`src/rtl/risc231_pkg.sv`:
```
// rtl/risc231_pkg.sv - shared types and constants for the RISC231 ID/EX issue stage
package risc231_pkg;

   localparam logic [3:0] ALU_ADD = 4'd0;

   typedef enum logic [1:0] {
      FWD_RF,
      FWD_EX,
      FWD_MEM
   } fwd_sel_e;

   typedef struct packed {
      logic        valid;
      logic        wr_en;
      logic        is_load;
      logic [4:0]  rd;
      logic [3:0]  aluop;
      logic [31:0] a;
      logic [31:0] b;
      logic [31:0] store_data;
   } ex_bundle_t;

   localparam ex_bundle_t EX_BUBBLE = '{
      valid:      1'b0,
      wr_en:      1'b0,
      is_load:    1'b0,
      rd:         5'd0,
      aluop:      ALU_ADD,
      a:          32'd0,
      b:          32'd0,
      store_data: 32'd0
   };

endpackage

```
`src/rtl/alu_issue_if.sv`:
```
// rtl/alu_issue_if.sv - decode, writer and EX-side signals of the ID/EX issue stage
interface alu_issue_if;
   logic        id_valid;
   logic [4:0]  id_rs1;
   logic [4:0]  id_rs2;
   logic        id_rs1_used;
   logic        id_rs2_used;
   logic [31:0] id_rs1_val;
   logic [31:0] id_rs2_val;
   logic [31:0] id_imm;
   logic        id_alusrc;
   logic [3:0]  id_aluop;
   logic [4:0]  id_rd;
   logic        id_wr_en;
   logic        id_is_load;
   logic [31:0] ex_result;
   logic        mem_wr_en;
   logic [4:0]  mem_rd;
   logic [31:0] mem_result;
   logic        flush;
   logic        id_stall;
   logic [31:0] A;
   logic [31:0] B;
   logic [3:0]  aluop;
   logic [4:0]  ex_rd;
   logic        ex_wr_en;
   logic        ex_is_load;
   logic        ex_valid;
   logic [31:0] ex_store_data;

   modport master (
      output id_valid, id_rs1, id_rs2, id_rs1_used, id_rs2_used, id_rs1_val, id_rs2_val,
             id_imm, id_alusrc, id_aluop, id_rd, id_wr_en, id_is_load,
             ex_result, mem_wr_en, mem_rd, mem_result, flush,
      input  id_stall, A, B, aluop, ex_rd, ex_wr_en, ex_is_load, ex_valid, ex_store_data
   );

   modport slave (
      input  id_valid, id_rs1, id_rs2, id_rs1_used, id_rs2_used, id_rs1_val, id_rs2_val,
             id_imm, id_alusrc, id_aluop, id_rd, id_wr_en, id_is_load,
             ex_result, mem_wr_en, mem_rd, mem_result, flush,
      output id_stall, A, B, aluop, ex_rd, ex_wr_en, ex_is_load, ex_valid, ex_store_data
   );
endinterface

```
`src/rtl/operand_forward.sv`:
```
// rtl/operand_forward.sv - per-operand bypass select and load-use detection
module operand_forward
   import risc231_pkg::*;
(
   input  logic [4:0]  rs,
   input  logic        used,
   input  logic [31:0] rf_val,
   input  logic        ex_valid,
   input  logic        ex_wr_en,
   input  logic        ex_is_load,
   input  logic [4:0]  ex_rd,
   input  logic [31:0] ex_result,
   input  logic        mem_wr_en,
   input  logic [4:0]  mem_rd,
   input  logic [31:0] mem_result,
   output logic [31:0] fwd_val,
   output fwd_sel_e    fwd_sel,
   output logic        load_hazard
);

   logic live;
   assign live = used && (rs != 5'd0);

   // EX is the younger writer, so it is checked before MEM
   always_comb begin
      fwd_sel = FWD_RF;
      fwd_val = rf_val;
      if (live && ex_valid && ex_wr_en && !ex_is_load && (ex_rd == rs)) begin
         fwd_sel = FWD_EX;
         fwd_val = ex_result;
      end else if (live && mem_wr_en && (mem_rd == rs)) begin
         fwd_sel = FWD_MEM;
         fwd_val = mem_result;
      end
   end

   assign load_hazard = live && ex_valid && ex_wr_en && ex_is_load && (ex_rd == rs);

endmodule

```
`src/rtl/alu_issue.sv`:
```
// rtl/alu_issue.sv - ID/EX register with operand forwarding and load-use bubble insertion
module alu_issue
   import risc231_pkg::*;
(
   input logic        clock,
   input logic        reset_n,
   alu_issue_if.slave bus
);

   ex_bundle_t  ex_q;
   ex_bundle_t  ex_d;
   logic [31:0] fwd1;
   logic [31:0] fwd2;
   fwd_sel_e    rs1_sel_unused;
   fwd_sel_e    rs2_sel_unused;
   logic        lh1;
   logic        lh2;
   logic        hazard;

   operand_forward u_fwd_rs1 (
      .rs(bus.id_rs1), .used(bus.id_rs1_used), .rf_val(bus.id_rs1_val),
      .ex_valid(ex_q.valid), .ex_wr_en(ex_q.wr_en), .ex_is_load(ex_q.is_load),
      .ex_rd(ex_q.rd), .ex_result(bus.ex_result),
      .mem_wr_en(bus.mem_wr_en), .mem_rd(bus.mem_rd), .mem_result(bus.mem_result),
      .fwd_val(fwd1), .fwd_sel(rs1_sel_unused), .load_hazard(lh1)
   );

   operand_forward u_fwd_rs2 (
      .rs(bus.id_rs2), .used(bus.id_rs2_used), .rf_val(bus.id_rs2_val),
      .ex_valid(ex_q.valid), .ex_wr_en(ex_q.wr_en), .ex_is_load(ex_q.is_load),
      .ex_rd(ex_q.rd), .ex_result(bus.ex_result),
      .mem_wr_en(bus.mem_wr_en), .mem_rd(bus.mem_rd), .mem_result(bus.mem_result),
      .fwd_val(fwd2), .fwd_sel(rs2_sel_unused), .load_hazard(lh2)
   );

   assign hazard       = bus.id_valid && (lh1 || lh2);
   // a flush already discards the bundle, so decode need not hold it
   assign bus.id_stall = hazard && !bus.flush;

   always_comb begin
      ex_d = EX_BUBBLE;
      if (!bus.flush && !hazard) begin
         ex_d.valid      = bus.id_valid;
         ex_d.wr_en      = bus.id_valid && bus.id_wr_en;
         ex_d.is_load    = bus.id_is_load;
         ex_d.rd         = bus.id_rd;
         ex_d.aluop      = bus.id_aluop;
         ex_d.a          = fwd1;
         ex_d.b          = bus.id_alusrc ? bus.id_imm : fwd2;
         ex_d.store_data = fwd2;
      end
   end

   always_ff @(posedge clock or negedge reset_n) begin
      if (!reset_n) begin
         ex_q <= EX_BUBBLE;
      end else begin
         ex_q <= ex_d;
      end
   end

   assign bus.A             = ex_q.a;
   assign bus.B             = ex_q.b;
   assign bus.aluop         = ex_q.aluop;
   assign bus.ex_rd         = ex_q.rd;
   assign bus.ex_wr_en      = ex_q.wr_en;
   assign bus.ex_is_load    = ex_q.is_load;
   assign bus.ex_valid      = ex_q.valid;
   assign bus.ex_store_data = ex_q.store_data;

endmodule

```
`src/flat_wrapper.sv`:
```
// flat-port wrapper written by rule: the top's interface ports become plain ports
module alu_issue_flat import risc231_pkg::*;
  (clock, reset_n, bus_id_valid, bus_id_rs1, bus_id_rs2, bus_id_rs1_used, bus_id_rs2_used, bus_id_rs1_val, bus_id_rs2_val, bus_id_imm, bus_id_alusrc, bus_id_aluop, bus_id_rd, bus_id_wr_en, bus_id_is_load, bus_ex_result, bus_mem_wr_en, bus_mem_rd, bus_mem_result, bus_flush, bus_id_stall, bus_A, bus_B, bus_aluop, bus_ex_rd, bus_ex_wr_en, bus_ex_is_load, bus_ex_valid, bus_ex_store_data);
  alu_issue_if bus_i ();
  input logic clock;
  input logic reset_n;
  input wire logic [$bits(bus_i.id_valid)-1:0] bus_id_valid;
  input wire logic [$bits(bus_i.id_rs1)-1:0] bus_id_rs1;
  input wire logic [$bits(bus_i.id_rs2)-1:0] bus_id_rs2;
  input wire logic [$bits(bus_i.id_rs1_used)-1:0] bus_id_rs1_used;
  input wire logic [$bits(bus_i.id_rs2_used)-1:0] bus_id_rs2_used;
  input wire logic [$bits(bus_i.id_rs1_val)-1:0] bus_id_rs1_val;
  input wire logic [$bits(bus_i.id_rs2_val)-1:0] bus_id_rs2_val;
  input wire logic [$bits(bus_i.id_imm)-1:0] bus_id_imm;
  input wire logic [$bits(bus_i.id_alusrc)-1:0] bus_id_alusrc;
  input wire logic [$bits(bus_i.id_aluop)-1:0] bus_id_aluop;
  input wire logic [$bits(bus_i.id_rd)-1:0] bus_id_rd;
  input wire logic [$bits(bus_i.id_wr_en)-1:0] bus_id_wr_en;
  input wire logic [$bits(bus_i.id_is_load)-1:0] bus_id_is_load;
  input wire logic [$bits(bus_i.ex_result)-1:0] bus_ex_result;
  input wire logic [$bits(bus_i.mem_wr_en)-1:0] bus_mem_wr_en;
  input wire logic [$bits(bus_i.mem_rd)-1:0] bus_mem_rd;
  input wire logic [$bits(bus_i.mem_result)-1:0] bus_mem_result;
  input wire logic [$bits(bus_i.flush)-1:0] bus_flush;
  output wire logic [$bits(bus_i.id_stall)-1:0] bus_id_stall;
  output wire logic [$bits(bus_i.A)-1:0] bus_A;
  output wire logic [$bits(bus_i.B)-1:0] bus_B;
  output wire logic [$bits(bus_i.aluop)-1:0] bus_aluop;
  output wire logic [$bits(bus_i.ex_rd)-1:0] bus_ex_rd;
  output wire logic [$bits(bus_i.ex_wr_en)-1:0] bus_ex_wr_en;
  output wire logic [$bits(bus_i.ex_is_load)-1:0] bus_ex_is_load;
  output wire logic [$bits(bus_i.ex_valid)-1:0] bus_ex_valid;
  output wire logic [$bits(bus_i.ex_store_data)-1:0] bus_ex_store_data;
  assign bus_i.id_valid = bus_id_valid;
  assign bus_i.id_rs1 = bus_id_rs1;
  assign bus_i.id_rs2 = bus_id_rs2;
  assign bus_i.id_rs1_used = bus_id_rs1_used;
  assign bus_i.id_rs2_used = bus_id_rs2_used;
  assign bus_i.id_rs1_val = bus_id_rs1_val;
  assign bus_i.id_rs2_val = bus_id_rs2_val;
  assign bus_i.id_imm = bus_id_imm;
  assign bus_i.id_alusrc = bus_id_alusrc;
  assign bus_i.id_aluop = bus_id_aluop;
  assign bus_i.id_rd = bus_id_rd;
  assign bus_i.id_wr_en = bus_id_wr_en;
  assign bus_i.id_is_load = bus_id_is_load;
  assign bus_i.ex_result = bus_ex_result;
  assign bus_i.mem_wr_en = bus_mem_wr_en;
  assign bus_i.mem_rd = bus_mem_rd;
  assign bus_i.mem_result = bus_mem_result;
  assign bus_i.flush = bus_flush;
  assign bus_id_stall = bus_i.id_stall;
  assign bus_A = bus_i.A;
  assign bus_B = bus_i.B;
  assign bus_aluop = bus_i.aluop;
  assign bus_ex_rd = bus_i.ex_rd;
  assign bus_ex_wr_en = bus_i.ex_wr_en;
  assign bus_ex_is_load = bus_i.ex_is_load;
  assign bus_ex_valid = bus_i.ex_valid;
  assign bus_ex_store_data = bus_i.ex_store_data;
  alu_issue u_core (.clock(clock), .reset_n(reset_n), .bus(bus_i));
endmodule
```
`config.mk`:
```
export PLATFORM = sky130hd
export DESIGN_NAME = alu_issue_flat
export DESIGN_NICKNAME = d
export VERILOG_FILES = /design/src/rtl/risc231_pkg.sv /design/src/rtl/alu_issue_if.sv /design/src/rtl/operand_forward.sv /design/src/rtl/alu_issue.sv /design/src/flat_wrapper.sv
export SDC_FILE = /design/constraint.sdc
export NUM_CORES = 1
export LEC_CHECK = 0
export ABC_AREA = 1
export CAP_MARGIN = 20
export CORE_MARGIN = 2
export CORE_UTILIZATION = 41
export CTS_BUF_LIST = sky130_fd_sc_hd__clkbuf_4 sky130_fd_sc_hd__clkbuf_8 sky130_fd_sc_hd__clkbuf_16
export DETAILED_ROUTE_END_ITERATION = 7
export GPL_TIMING_DRIVEN = 0
export PLACE_DENSITY = 0.82
export SYNTH_ARGS = -nofsm -noshare
export SYNTH_HDL_FRONTEND = slang
export SYNTH_SLANG_ARGS = --single-unit
```
`constraint.sdc`:
```
create_clock -name clock -period 2 [get_ports clock]
set_input_delay 0.2 -clock clock [delete_from_list [all_inputs] [get_ports clock]]
set_output_delay 0.2 -clock clock [all_outputs]
set_load 0.03 [all_outputs]
```
==> impl_metrics.env <==
export IMPL_use_met2=0.5147
export IMPL_drive_gt1_frac=0.1042
export IMPL_cts_made_buffers=9
export IMPL_ys_seq_elements=108
export IMPL_use_met3=0.06290
export IMPL_num_antenna_cells=0
export IMPL_synth_seq_area_share=0.4498
export IMPL_fin_worst_skew_ns=0.005991
export IMPL_synth_nets=1016
export IMPL_grt_pass1_vias=6932
export IMPL_synthCells=822
export IMPL_dieArea_um2=15640
export IMPL_drt_initial_drc_count=570
export IMPL_hold_class="input pin to flip-flop"
export IMPL_start_util=0.4166
export IMPL_ys_warnings_count=0
export IMPL_grt_overflow=0
export IMPL_critical_path_class="flip-flop to output pin"
export IMPL_slew_headroom=0.5946
export IMPL_dp_hpwl_um=18660
export IMPL_cts_tree="built"
export IMPL_synth_area_um2=6008
export IMPL_pre_cts_ws_ns=-0.7800
export IMPL_outcome="finished, violations left"
export IMPL_period_needed_ns=2.008
export IMPL_hold_viol_final=0
export IMPL_stdcell_area_um2=9863
export IMPL_finalSetupTns_ns=-0.008432
export IMPL_clock_sinks=108
export IMPL_rsz0062_at_grt="yes"
export IMPL_io_buffers=302
export IMPL_path_clk_slew_ns=0.07
export IMPL_yosysUniqueCellTypes=24
export IMPL_layout_nets=1341
export IMPL_clockBufferDepth=2
export IMPL_power_density_nw_per_um2=612.0
export IMPL_num_rows=44
export IMPL_clk_latency_ns=0.35
export IMPL_crit_arrival_ns=1.81
export IMPL_dpl_instance_area_um2=9286
export IMPL_utilization=0.6838
export IMPL_vias_per_cell=5.371
export IMPL_cts_root_buf="clkbuf_16"
export IMPL_start_kind="flip-flop"
export IMPL_grt_busiest_layer="met2"
export IMPL_power_leakage_nw=4.760
export IMPL_worst_path_max_fanout=4
export IMPL_ant_nets=0
export IMPL_avgSynthCellArea_um2=7.309
export IMPL_grt_first_pass_wirelength_um=37810
export IMPL_cp_required_ns=1.80
export IMPL_tightest_slew_ns=0.6082
export IMPL_postRouteWirelength_um=24900
export IMPL_drv_slew=0
export IMPL_cts_htree_levels=3
export IMPL_dr_pass1_iters=5
export IMPL_io_pins=303
export IMPL_fp_dieH_um=125.1
export IMPL_drc_errors=0
export IMPL_die_w_um=125.1
export IMPL_timing_max_cap_violations=0
export IMPL_setup_ws_ns=-0.008432
export IMPL_grtUsageMet1=0.3953
export IMPL_cp_end_kind="output pin"
export IMPL_track_usage=0.3085
export IMPL_violations="setup timing"
export IMPL_area_growth_pct=64.16
export IMPL_core_um2=14420
export IMPL_max_freq_ghz=0.4979
export IMPL_grt_max_degree=71
export IMPL_ir_drop_uv=514.6
export IMPL_vias=7176
export IMPL_grt_antenna_before_repair=0
export IMPL_fin_crit_sh=1.004
export IMPL_place_congestion=0.9205
export IMPL_finalSetupViolations=1
export IMPL_post_drt_wl_per_cell_um=18.64
-- area by class of cell --
class,count,area [um2]
multi-input combinational,582,2834
sequential,108,2705
buffer,62,319.1
timing repair buffer,314,3166
tap,184,230.2
fill,1198,4561
inverter,70,265.3
clock buffer,10,232.7
clock inverter,6,111.4
-- Yosys cell counts --
library cell    n  area [um2]
xor2_1          1       8.760
nand4_1       100       625.6
buf_2          22       110.1
nor2_2          4       25.02
nand2_1       210       788.3
buf_1           3       11.26
buf_4           3       22.52
a21oi_1        34       170.2
o21ai_0         2       10.01
buf_6           3       33.78
nand3_2         1       10.01
inv_1          65       244.0
nand2_2         1       6.260
inv_2           4       15.01
and2_1          1       6.260
clkinv_1        1       3.750
or2_2          32       200.2
clkbuf_1       31       116.4
nand3_1       103       515.5
nor3_4          1       16.27
dfrtp_1       108        2703
xnor2_1         4       35.03
nor3_1          1       5.000
nor2_1         87       326.6
-- logic make-up after synthesis --
kind of cell | after synthesis | synth area share
AND/OR/NAND/NOR | 541 | 0.4202
buffers and inverters | 132 | 0.09267
flip-flops | 108 | 0.4498
AO/OA/AOI/OAI | 36 | 0.02999
XOR/XNOR | 5 | 0.007288
-- state kept, by name, indices dropped and copies added (netlist names) --
name and flops:
u_core.bus.A 32, u_core.bus.B 32, u_core.bus.ex_wr_en 1, u_core.bus.aluop 4
u_core.bus.ex_store_data 32, u_core.bus.ex_is_load 1, u_core.bus.ex_valid 1, u_core.bus.ex_rd 5
-- stage by stage --
| stage | hold slack (ns) | power, mW | std cells |
|---|---|---|---|
| 2_1_floorplan | -0.09559 | 3.066 | 822 |
| 3_3_place_gp | 0.7181 | 3.914 | 1308 |
| 3_5_place_dp | 0.2176 | 3.934 | 1309 |
| 4_1_cts | 0.3442 | 6.019 | 1334 |
| 5_1_grt | 0.3689 | 6.243 | 1336 |
| 6_report | 0.3546 | 6.036 | 1336 |
-- layer usage --
| layer | vias to the layer above | wire length (um) | share of wire |
|---|---|---|---|
| li1 | 3341 | - | - |
| met1 | 3339 | 9982 | 0.40 |
| met2 | 427 | 11980 | 0.48 |
| met3 | 69 | 1999 | 0.080 |
| met4 | 0 | 943 | 0.038 |
| met5 | - | 0 | 0 |
-- power breakdown --
part	internal, mW	leakage (nW)	switching (mW)	total [mW]
Clock	1.24	0.166	0.849	2.09
Sequential	2.31	1.39	0.0441	2.35
Combinational	0.739	3.21	0.855	1.59
Total	4.29	4.76	1.75	6.04
-- placed cells by master, fill, tap and decap left out, types with 5 or more instances in the layout --
cell,netlist,final
dfrtp_1,108,106
nand2_1,210,208
a21oi_1,34,33
dlymetal6s2s_1,0,7
inv_1,65,64
nor2_1,87,83
nand4_1,100,100
clkbuf_1,31,28
nand3_1,103,100
buf_6,3,5
buf_4,3,13
buf_2,22,18
clkbuf_16,0,9
clkdlybuf4s50_1,0,291
or2_2,32,32
-- worst paths after layout --
check                                                     start                                    end  slack, ns  depth (start not counted)
worst min-delay path                               bus_id_rd[1]          u_core.bus.ex_rd[1]$_DFF_PN0_       0.35                          3
min in group asynchronous                               reset_n             u_core.bus.B[15]$_DFF_PN0_       0.37                          2
worst min register to register  u_core.bus.ex_is_load$_DFF_PN0_  u_core.bus.ex_store_data[0]$_DFF_PN0_       0.82                          4
worst max register to register    u_core.bus.ex_rd[0]$_DFF_PN0_             u_core.bus.A[22]$_DFF_PN0_       0.06                         10
max in group asynchronous                               reset_n          u_core.bus.ex_rd[1]$_DFF_PN0_       0.88                          3
worst max-delay path              u_core.bus.ex_rd[0]$_DFF_PN0_                           bus_id_stall     -0.008                          9
-- timing repair --
item,4_1_cts,5_1_grt
setup endpoints to repair,90,104
hold buffers,1,0
hold endpoints to repair,38,0
resized for setup,22,35
pin swaps,7,7
buffers inserted,8,2
-- critical path, stage by stage (launching register included) --
cell and delay [ns]:
dfrtp_1 0.43, xnor2_1 0.19, nand2_1 0.12, nor2_4 0.14, nand2_2 0.08, nand2_2 0.10, nand2_4 0.07, buf_8 0.13
nor2_4 0.07, buf_6 0.14
(Power assumes the default switching activity.)
